### src/rtl/branch_direction_predictor_pkg.sv
// Shared encodings and constants for the fetch-stage branch direction predictor.
package branch_direction_predictor_pkg;

  typedef enum logic [1:0] {
    SNT = 2'b00,
    WNT = 2'b01,
    WT  = 2'b10,
    ST  = 2'b11
  } cnt_state_e;

  localparam int unsigned IDX_BITS_DEFAULT = 5;
  localparam int unsigned PC_W             = 32;
  localparam logic [31:0] PC_INC           = 32'd4;

endpackage

### src/rtl/sat_counter2.sv
// 2-bit saturating up/down counter next-state logic used to train the direction table.
module sat_counter2
  import branch_direction_predictor_pkg::*;
(
  input  logic [1:0] cnt_cur,
  input  logic       inc,
  output logic [1:0] cnt_next_c
);

  always_comb begin
    cnt_next_c = cnt_cur;
    if (inc) begin
      if (cnt_cur != ST) cnt_next_c = cnt_cur + 2'd1;
    end else begin
      if (cnt_cur != SNT) cnt_next_c = cnt_cur - 2'd1;
    end
  end

endmodule

### src/rtl/branch_direction_predictor.sv
// Next-PC unit: gates BTB hits with 2-bit direction counters, trains on EX resolution, flags mispredicts.
// Optional build macro GSHARE_EN folds a non-speculative global history register into the fetch index.
module branch_direction_predictor
  import branch_direction_predictor_pkg::*;
#(
  parameter int unsigned IDX_BITS = IDX_BITS_DEFAULT,
  parameter logic [1:0]  CNT_INIT = WNT
) (
  input  logic                clk,
  input  logic                reset,
  input  logic [31:0]         current_pc,
  input  logic                btb_tag_match,
  input  logic [31:0]         btb_target_pc,
  output logic [31:0]         next_pc,
  output logic                pred_taken,
  output logic [IDX_BITS-1:0] pred_idx,
  input  logic                update_valid,
  input  logic [31:0]         update_pc,
  input  logic [IDX_BITS-1:0] update_idx,
  input  logic                update_taken,
  input  logic [31:0]         update_target,
  input  logic [31:0]         update_pred_next_pc,
  output logic                flush,
  output logic [31:0]         redirect_pc,
  output logic [31:0]         branch_count,
  output logic [31:0]         mispredict_count
);

  localparam int unsigned DEPTH = 2 ** IDX_BITS;

  logic [1:0]          cnt_q [DEPTH];
  logic [IDX_BITS-1:0] fetch_idx;
  logic [31:0]         actual_pc;
  logic [1:0]          cnt_upd;

`ifdef GSHARE_EN
  logic [IDX_BITS-1:0] ghr_q;
  assign fetch_idx = current_pc[IDX_BITS+1:2] ^ ghr_q;
`else
  assign fetch_idx = current_pc[IDX_BITS+1:2];
`endif

  // Prediction and resolve paths are zero-latency; reset forces the idle values.
  always_comb begin
    pred_idx    = fetch_idx;
    pred_taken  = reset & btb_tag_match & cnt_q[fetch_idx][1];
    actual_pc   = update_taken ? update_target : update_pc + PC_INC;
    flush       = reset & update_valid & (actual_pc != update_pred_next_pc);
    redirect_pc = flush ? actual_pc : 32'b0;
    if (flush) begin
      next_pc = redirect_pc;
    end else if (pred_taken) begin
      next_pc = btb_target_pc;
    end else begin
      next_pc = current_pc + PC_INC;
    end
  end

  sat_counter2 u_sat_counter2 (
    .cnt_cur    (cnt_q[update_idx]),
    .inc        (update_taken),
    .cnt_next_c (cnt_upd)
  );

  // Training is committed even when the same update raises a flush.
  always_ff @(posedge clk or negedge reset) begin
    if (!reset) begin
      for (int i = 0; i < DEPTH; i++) cnt_q[i] <= CNT_INIT;
      branch_count     <= 32'b0;
      mispredict_count <= 32'b0;
`ifdef GSHARE_EN
      ghr_q            <= '0;
`endif
    end else if (update_valid) begin
      cnt_q[update_idx] <= cnt_upd;
      branch_count      <= branch_count + 32'd1;
      if (flush) mispredict_count <= mispredict_count + 32'd1;
`ifdef GSHARE_EN
      ghr_q             <= {ghr_q[IDX_BITS-2:0], update_taken};
`endif
    end
  end

endmodule

### config.mk
export PLATFORM = sky130hd
export DESIGN_NAME = branch_direction_predictor
export DESIGN_NICKNAME = d
export VERILOG_FILES = /design/src/rtl/branch_direction_predictor_pkg.sv /design/src/rtl/sat_counter2.sv /design/src/rtl/branch_direction_predictor.sv
export SDC_FILE = /design/constraint.sdc
export NUM_CORES = 1
export LEC_CHECK = 0
export BUFFER_PORTS_ARGS = -buffer_cell sky130_fd_sc_hd__buf_2
export CAP_MARGIN = 20
export CORE_MARGIN = 5
export CORE_UTILIZATION = 48
export DETAILED_ROUTE_END_ITERATION = 6
export PLACE_DENSITY = 0.88
export RECOVER_POWER = 25
export REMOVE_ABC_BUFFERS = 1
export SLEW_MARGIN = 25
export SYNTH_ARGS = -nofsm -noshare
export SYNTH_HDL_FRONTEND = slang
export SYNTH_HIERARCHICAL = 1
export SYNTH_SLANG_ARGS = --single-unit
### constraint.sdc
create_clock -name clk -period 2.7 [get_ports clk]
set_input_delay 0 -clock clk [delete_from_list [all_inputs] [get_ports clk]]
set_output_delay 0 -clock clk [all_outputs]
set_load 0.05 [all_outputs]
### Yosys cells after proc, flatten, opt, wreduce, memory -nomap -nowiden

Index checks and enable logic that the tools add are counted.

* add/subtract/negate cells: 6
* $lt $le $gt $ge: 3
* equal/unequal tests: 2
* mux-type cells: 16
* bitwise logic cells: 6
* reduce and logical (&&, ||, !) cells: 3

Operator list (count)
* 32-bit 2-to-1 mux: 4
* 32-bit by 1-bit adder with 32-bit output, second input constant: 2
* 32-bit by 3-bit adder with 32-bit output, second input constant: 2
* 64-bit bitwise mux: 1
* 32-bit != test: 1
* 2-bit binary-select mux with 5-bit select: 2
* 2-bit 2-to-1 mux: 8
* 6-bit >= comparator, second input constant: 2
* 5-bit NOT with 6-bit output: 2
* 2-bit demux with 5-bit select: 1
* 6-bit by 1-bit less-than comparator with 1-bit output, second input constant: 1
* 1-bit bitwise AND: 4
* 2-bit by 1-bit adder with 2-bit output, second input constant: 1
* 2-bit != test, second input constant: 1
* 2-bit AND reduction: 1
* 2-bit nonzero test: 1
* 2-bit by 1-bit subtractor with 2-bit output, second input constant: 1
* 1-bit logical AND: 1

* register bits after elaboration: 128
* output and inout port bits: 135
* word-level logic and storage cells: 70

### Logic depth before layout (Yosys ltp)

* depth in word-level cells: 8
* depth in mapped cells: 14
* depth with buffers taken out: 11

### By module

Netlist, hierarchy kept.

By module, submodules not included
* branch_direction_predictor: times used 1, cells an instance 1065, area each 9850.7 um^2, seq. area each 3243.1 um^2
* sat_counter2: times used 1, cells an instance 3, area each 26.3 um^2, seq. area each 0.0 um^2

### Worst setup path before layout

Ideal clock, no wire load.

* kind: in2out
* from: input port update_pc[10]
* to: output port next_pc[18]
* arrival: 3.506 ns
* setup slack: -0.806 ns
* stages on the path: 14
* path buffers: 4
* cells stage by stage: buf_2 -> nand4_4 -> or4_1 -> clkbuf_1 -> or4_1 -> a31oi_1 -> xor2_1 -> nor4b_1 -> nand4_1 -> o21ba_1 -> buf_6 -> buf_6 -> nor2b_1 -> o21bai_1

* word-level cells in the longest chain between the ends: 6

Ends and longest elaborated chain
* from (decl): line branch_direction_predictor.sv:18 `input logic [31:0] update_pc,`
* 32-bit by 3-bit adder with 32-bit output (*): line branch_direction_predictor.sv:47 `actual_pc = update_taken ? update_target : update_pc + PC_INC;`
* 32-bit 2-to-1 mux (*): line branch_direction_predictor.sv:47
* 32-bit != test: line branch_direction_predictor.sv:48 `flush = reset & update_valid & (actual_pc != update_pred_next_pc);`
* 1-bit bitwise AND: line branch_direction_predictor.sv:48
* 32-bit 2-to-1 mux (*): line branch_direction_predictor.sv:49 `redirect_pc = flush ? actual_pc : 32'b0;`
* named net redirect_pc[18]: line branch_direction_predictor.sv:24 `output logic [31:0] redirect_pc,`
* 32-bit 2-to-1 mux (*): line branch_direction_predictor.sv:50 `if (flush) begin`
* to (decl): line branch_direction_predictor.sv:14 `output logic [31:0] next_pc,`

The timed path passes the listed nets; every way through them passes the cells marked *.

### Worst setup path after layout

* from: input port update_pc[5]
* to: output port next_pc[9]

* word-level cells in the longest chain between the ends: 6

Ends and longest elaborated chain (line)
* 32-bit by 3-bit adder with 32-bit output (*): branch_direction_predictor.sv:47
* 32-bit 2-to-1 mux (*): branch_direction_predictor.sv:47
* 32-bit != test: branch_direction_predictor.sv:48
* 1-bit bitwise AND: branch_direction_predictor.sv:48
* 32-bit 2-to-1 mux: branch_direction_predictor.sv:49
* 32-bit 2-to-1 mux (*): branch_direction_predictor.sv:50

Mark *: on every way between the ends. The rest lies on a longest branch, timed or not.

==> run_results.csv <==
group,metric,value,unit
worst_setup_path,critical_path_class,"in -> out",
job,drv_cap,1,
worst_setup_path,worstSetupEndpoint,"next_pc[9]",
power,vdd_drop_max,0.815,mV
placed_design,placement.cell_area,12900,sq um
drt,drc,1,
drt,vias_per_cell,6.27,
sta,rsz0062_at_grt,"true",
worst_setup_path,timing.rr.start,"cnt_q[8]",
sta,hold_ws,241,ps
clock_network,cts_max_path_buffers,2,
die,die_h,153,microns
sta,min_period,3200,ps
sta,fin_skew,14.0,ps
placed_design,place_hpwl,30900,microns
die,initial_core_util,48.8,%
clock_network,clkSlewWorstSetupHoldPaths,70,ps
final_layout,fillers,1357,
yosys,synth_area,9880,sq um
worst_setup_path,crit_path_start,"update_pc[5]",
yosys,syn_inst,1068,
final_layout,area_growth,50.0,%
yosys,synth_area_leader_cell,"dfrtp_1",
worst_setup_path,worstPathRequired,2700,ps
worst_setup_path,r2r-end,"cnt_q[55]",
die,rows,52,
clock_network,tritoncts,"yes",
worst_setup_path,crit_path_max_fanout,7,
grt,overflow,0,
clock_network,clkLatencyLatePin,420,ps
drt,wire_per_inst,25.3,microns
yosys,synth_flop_cell,"dfrtp_1",
worst_setup_path,endpoint_kind,"primary output",
power,power_density,514,nW/um^2
sta,slew_violations,70,
yosys,ys_async_sr_fraction,100,%
worst_setup_path,critPathArrivalTime,3200,ps
sta,fmaxAchievable,312,MHz
yosys,synth_edf_count,0,
die,die_w,153,microns
grt,antenna_found_initial,5,
drt,wl,46600,microns
sta,fin_crit_sh,119,%
sta,hold_viol,0,
power,p_leak,6.58,nW
worst_setup_path,reg2regPathDepth,7,
placed_design,dpl.cell_count,1757,
sta,tightest_slew,1730,ps
clock_network,cts_sinks,128,
status,outcome,"finished with violations",
yosys,yosysWarnings,6,
yosys,synth_seq_cells,128,
sta,max-slew-margin-rel,-15.4,%
yosys,netlist.area_leader.share,24.3,%
clock_network,root_buffer,"clkbuf_16",
final_layout,postLayoutCellArea,14800,sq um
final_layout,stdcell_count,1840,
final_layout,drive_above_1_share,44.3,%
drt,drt-initial-drc-count,1361,
final_layout,final_net_count,1727,
sta,fin_ws,-503,ps
yosys,yosysSeqAreaShare,32.8,%
final_layout,postLayoutCoreUtil,73.2,%
grt,gr-usage-all-layers,35.4,%
clock_network,numCtsBuffers,17,
yosys,yosys.cell_types.count,68,
grt,grt_max_degree,70,
placed_design,io_buffers,304,
worst_setup_path,ff2ff_setup_slack,-10,ps
die,coreArea,20200,sq um
status,violations,"DRC, capacitance limit, slew limit, setup timing",
drt,dr.pass1.iters,7,
grt,grt_pass1_vias,11400,
worst_setup_path,startpoint_type,"primary input",
worst_hold_path,hold_class,"in -> reg",
yosys,yosys-top-cells-area,"dfrtp_1, xnor2_1, dfstp_2, mux2_2, mux4_2",
grt,grt_first_pass_wirelength,65400,microns
drt,detail-route-antenna-nets,0,
yosys,syn_avg_cell_area,9.25,sq um
drt,vias,11500,
die,ios,305,
clock_network,cts_htree_levels,4,
die,die-area,23500,sq um
sta,final-setup-viol-count,67,
placed_design,gp_congestion,1.14,
logic make-up after synthesis:
kind of cell,share of synthesized area [%]
buffers and inverters,3.88
AND/OR/NAND/NOR,23.1
multiplexers,15.3
AO/OA/AOI/OAI,10.5
XOR/XNOR,13.7
adder cells (fa/ha/maj),0.735
flip-flops,32.8
layout make-up:
cell class	instances	area (sq um)	area share, %
timing repair buffer	523	3780	25.5
clock inverter	15	170	1.15
sequential	128	3240	21.9
multi-input combinational	868	6800	45.9
antenna	4	10.0	0.0676
inverter	15	56.3	0.380
clock buffer	17	425	2.87
tap	270	338	2.28
cell usage in the layout (no fill, tap or decap), types with 9 or more instances in the layout:
master,count
mux2_2,66
buf_6,55
buf_2,175
o21bai_4,13
dfstp_2,32
o21bai_1,18
o21ai_0,23
clkbuf_16,17
a21oi_1,37
inv_1,15
and2_4,11
and3_1,30
buf_8,23
buf_4,197
nand4_1,48
nand2_1,98
nand2b_1,13
nor2b_1,11
mux4_2,26
nand3_1,57
and4_1,11
buf_12,10
xnor2_1,110
and2_1,9
dfrtp_1,96
nor2_1,78
mux2i_1,16
nor3_1,20
xor2_1,43
clkbuf_1,59
worst min-delay path by stage:
stage | from | end | slack (ps) | depth (start not counted)
5_1_grt | update_idx[4] | cnt_q[44] | 230 | 4
3_3_place_gp | reset | branch_count[13] | -130 | 1
6_report | update_idx[4] | cnt_q[44] | 240 | 4
2_1_floorplan | reset | branch_count[0] | -300 | 0
3_5_place_dp | reset | branch_count[15] | -130 | 1
4_1_cts | update_idx[4] | cnt_q[44] | 200 | 4
stage by stage:
stage          power, mW  setup WS, ps  TNS [ps]
6_report            7.62          -503    -24060
5_1_grt             7.83          -505    -30040
4_1_cts             7.27          -348    -15200
3_5_place_dp        4.77          -754    -55150
3_3_place_gp        4.69          -689    -49210
2_1_floorplan       3.79         -2020   -119000
synth_stat cells (4+ instances only):
master and count:
nor2_1 81, xnor2_1 111, nand2_1 99, ha_1 4, nand3b_1 4, o21ai_0 24, or3_1 4, buf_2 11
a31oi_1 7, nor3_1 22, nor4_1 5, o21bai_1 31, a2111oi_0 4, nand4_1 48, nor2b_1 19, xor2_1 44
dfstp_2 32, and3_1 30, and2_1 21, mux2i_1 17, a21oi_1 37, buf_6 4, buf_4 11, inv_1 15
mux2_2 66, nand2b_1 13, clkbuf_1 31, dfrtp_1 96, buf_1 6, nor3b_1 7, o211a_1 8, and4_1 11
nand3_1 59, mux4_2 26
registers in the layout, indices dropped and copies added, names as in the netlist:
signal            count
branch_count         32
cnt_q                64
mispredict_count     32
metal layers:
layer	up-vias	wire length (microns)	track usage, %
met4	2	3270	18.5
met2	1006	22400	61.6
met5	-	7	0
met3	248	5140	8.23
li1	4838	-	-
met1	5449	15800	40.4
worst max-delay path, stage by stage:
cell and delay [ps]:
buf_2 110, nand4_1 120, buf_4 170, or4_4 450
or4_4 450, a31oi_4 250, xor2_2 120, nor4b_2 240
nand4_1 140, buf_6 160, o21ba_4 310, buf_6 170
buf_6 130, o21bai_1 160, buf_4 230
power by group:
part           switching [mW]  internal [mW]  total [mW]  leakage, nW
Clock                   0.975           1.39        2.36        0.288
Combinational            1.64           1.05        2.69         4.64
Sequential              0.305           2.26        2.56         1.65
timing repair:
action / 4_1_cts / 5_1_grt
gates resized for setup: 184 / 75
cloned: 6 / 3
endpoints found under the hold margin: 14 / 0
setup endpoints to repair: 97 / 126
pin swaps: 34 / 28
hold buffers: 3 / 0
setup buffers: 16 / 21
Note: power is estimated with default switching activity, not from simulation.
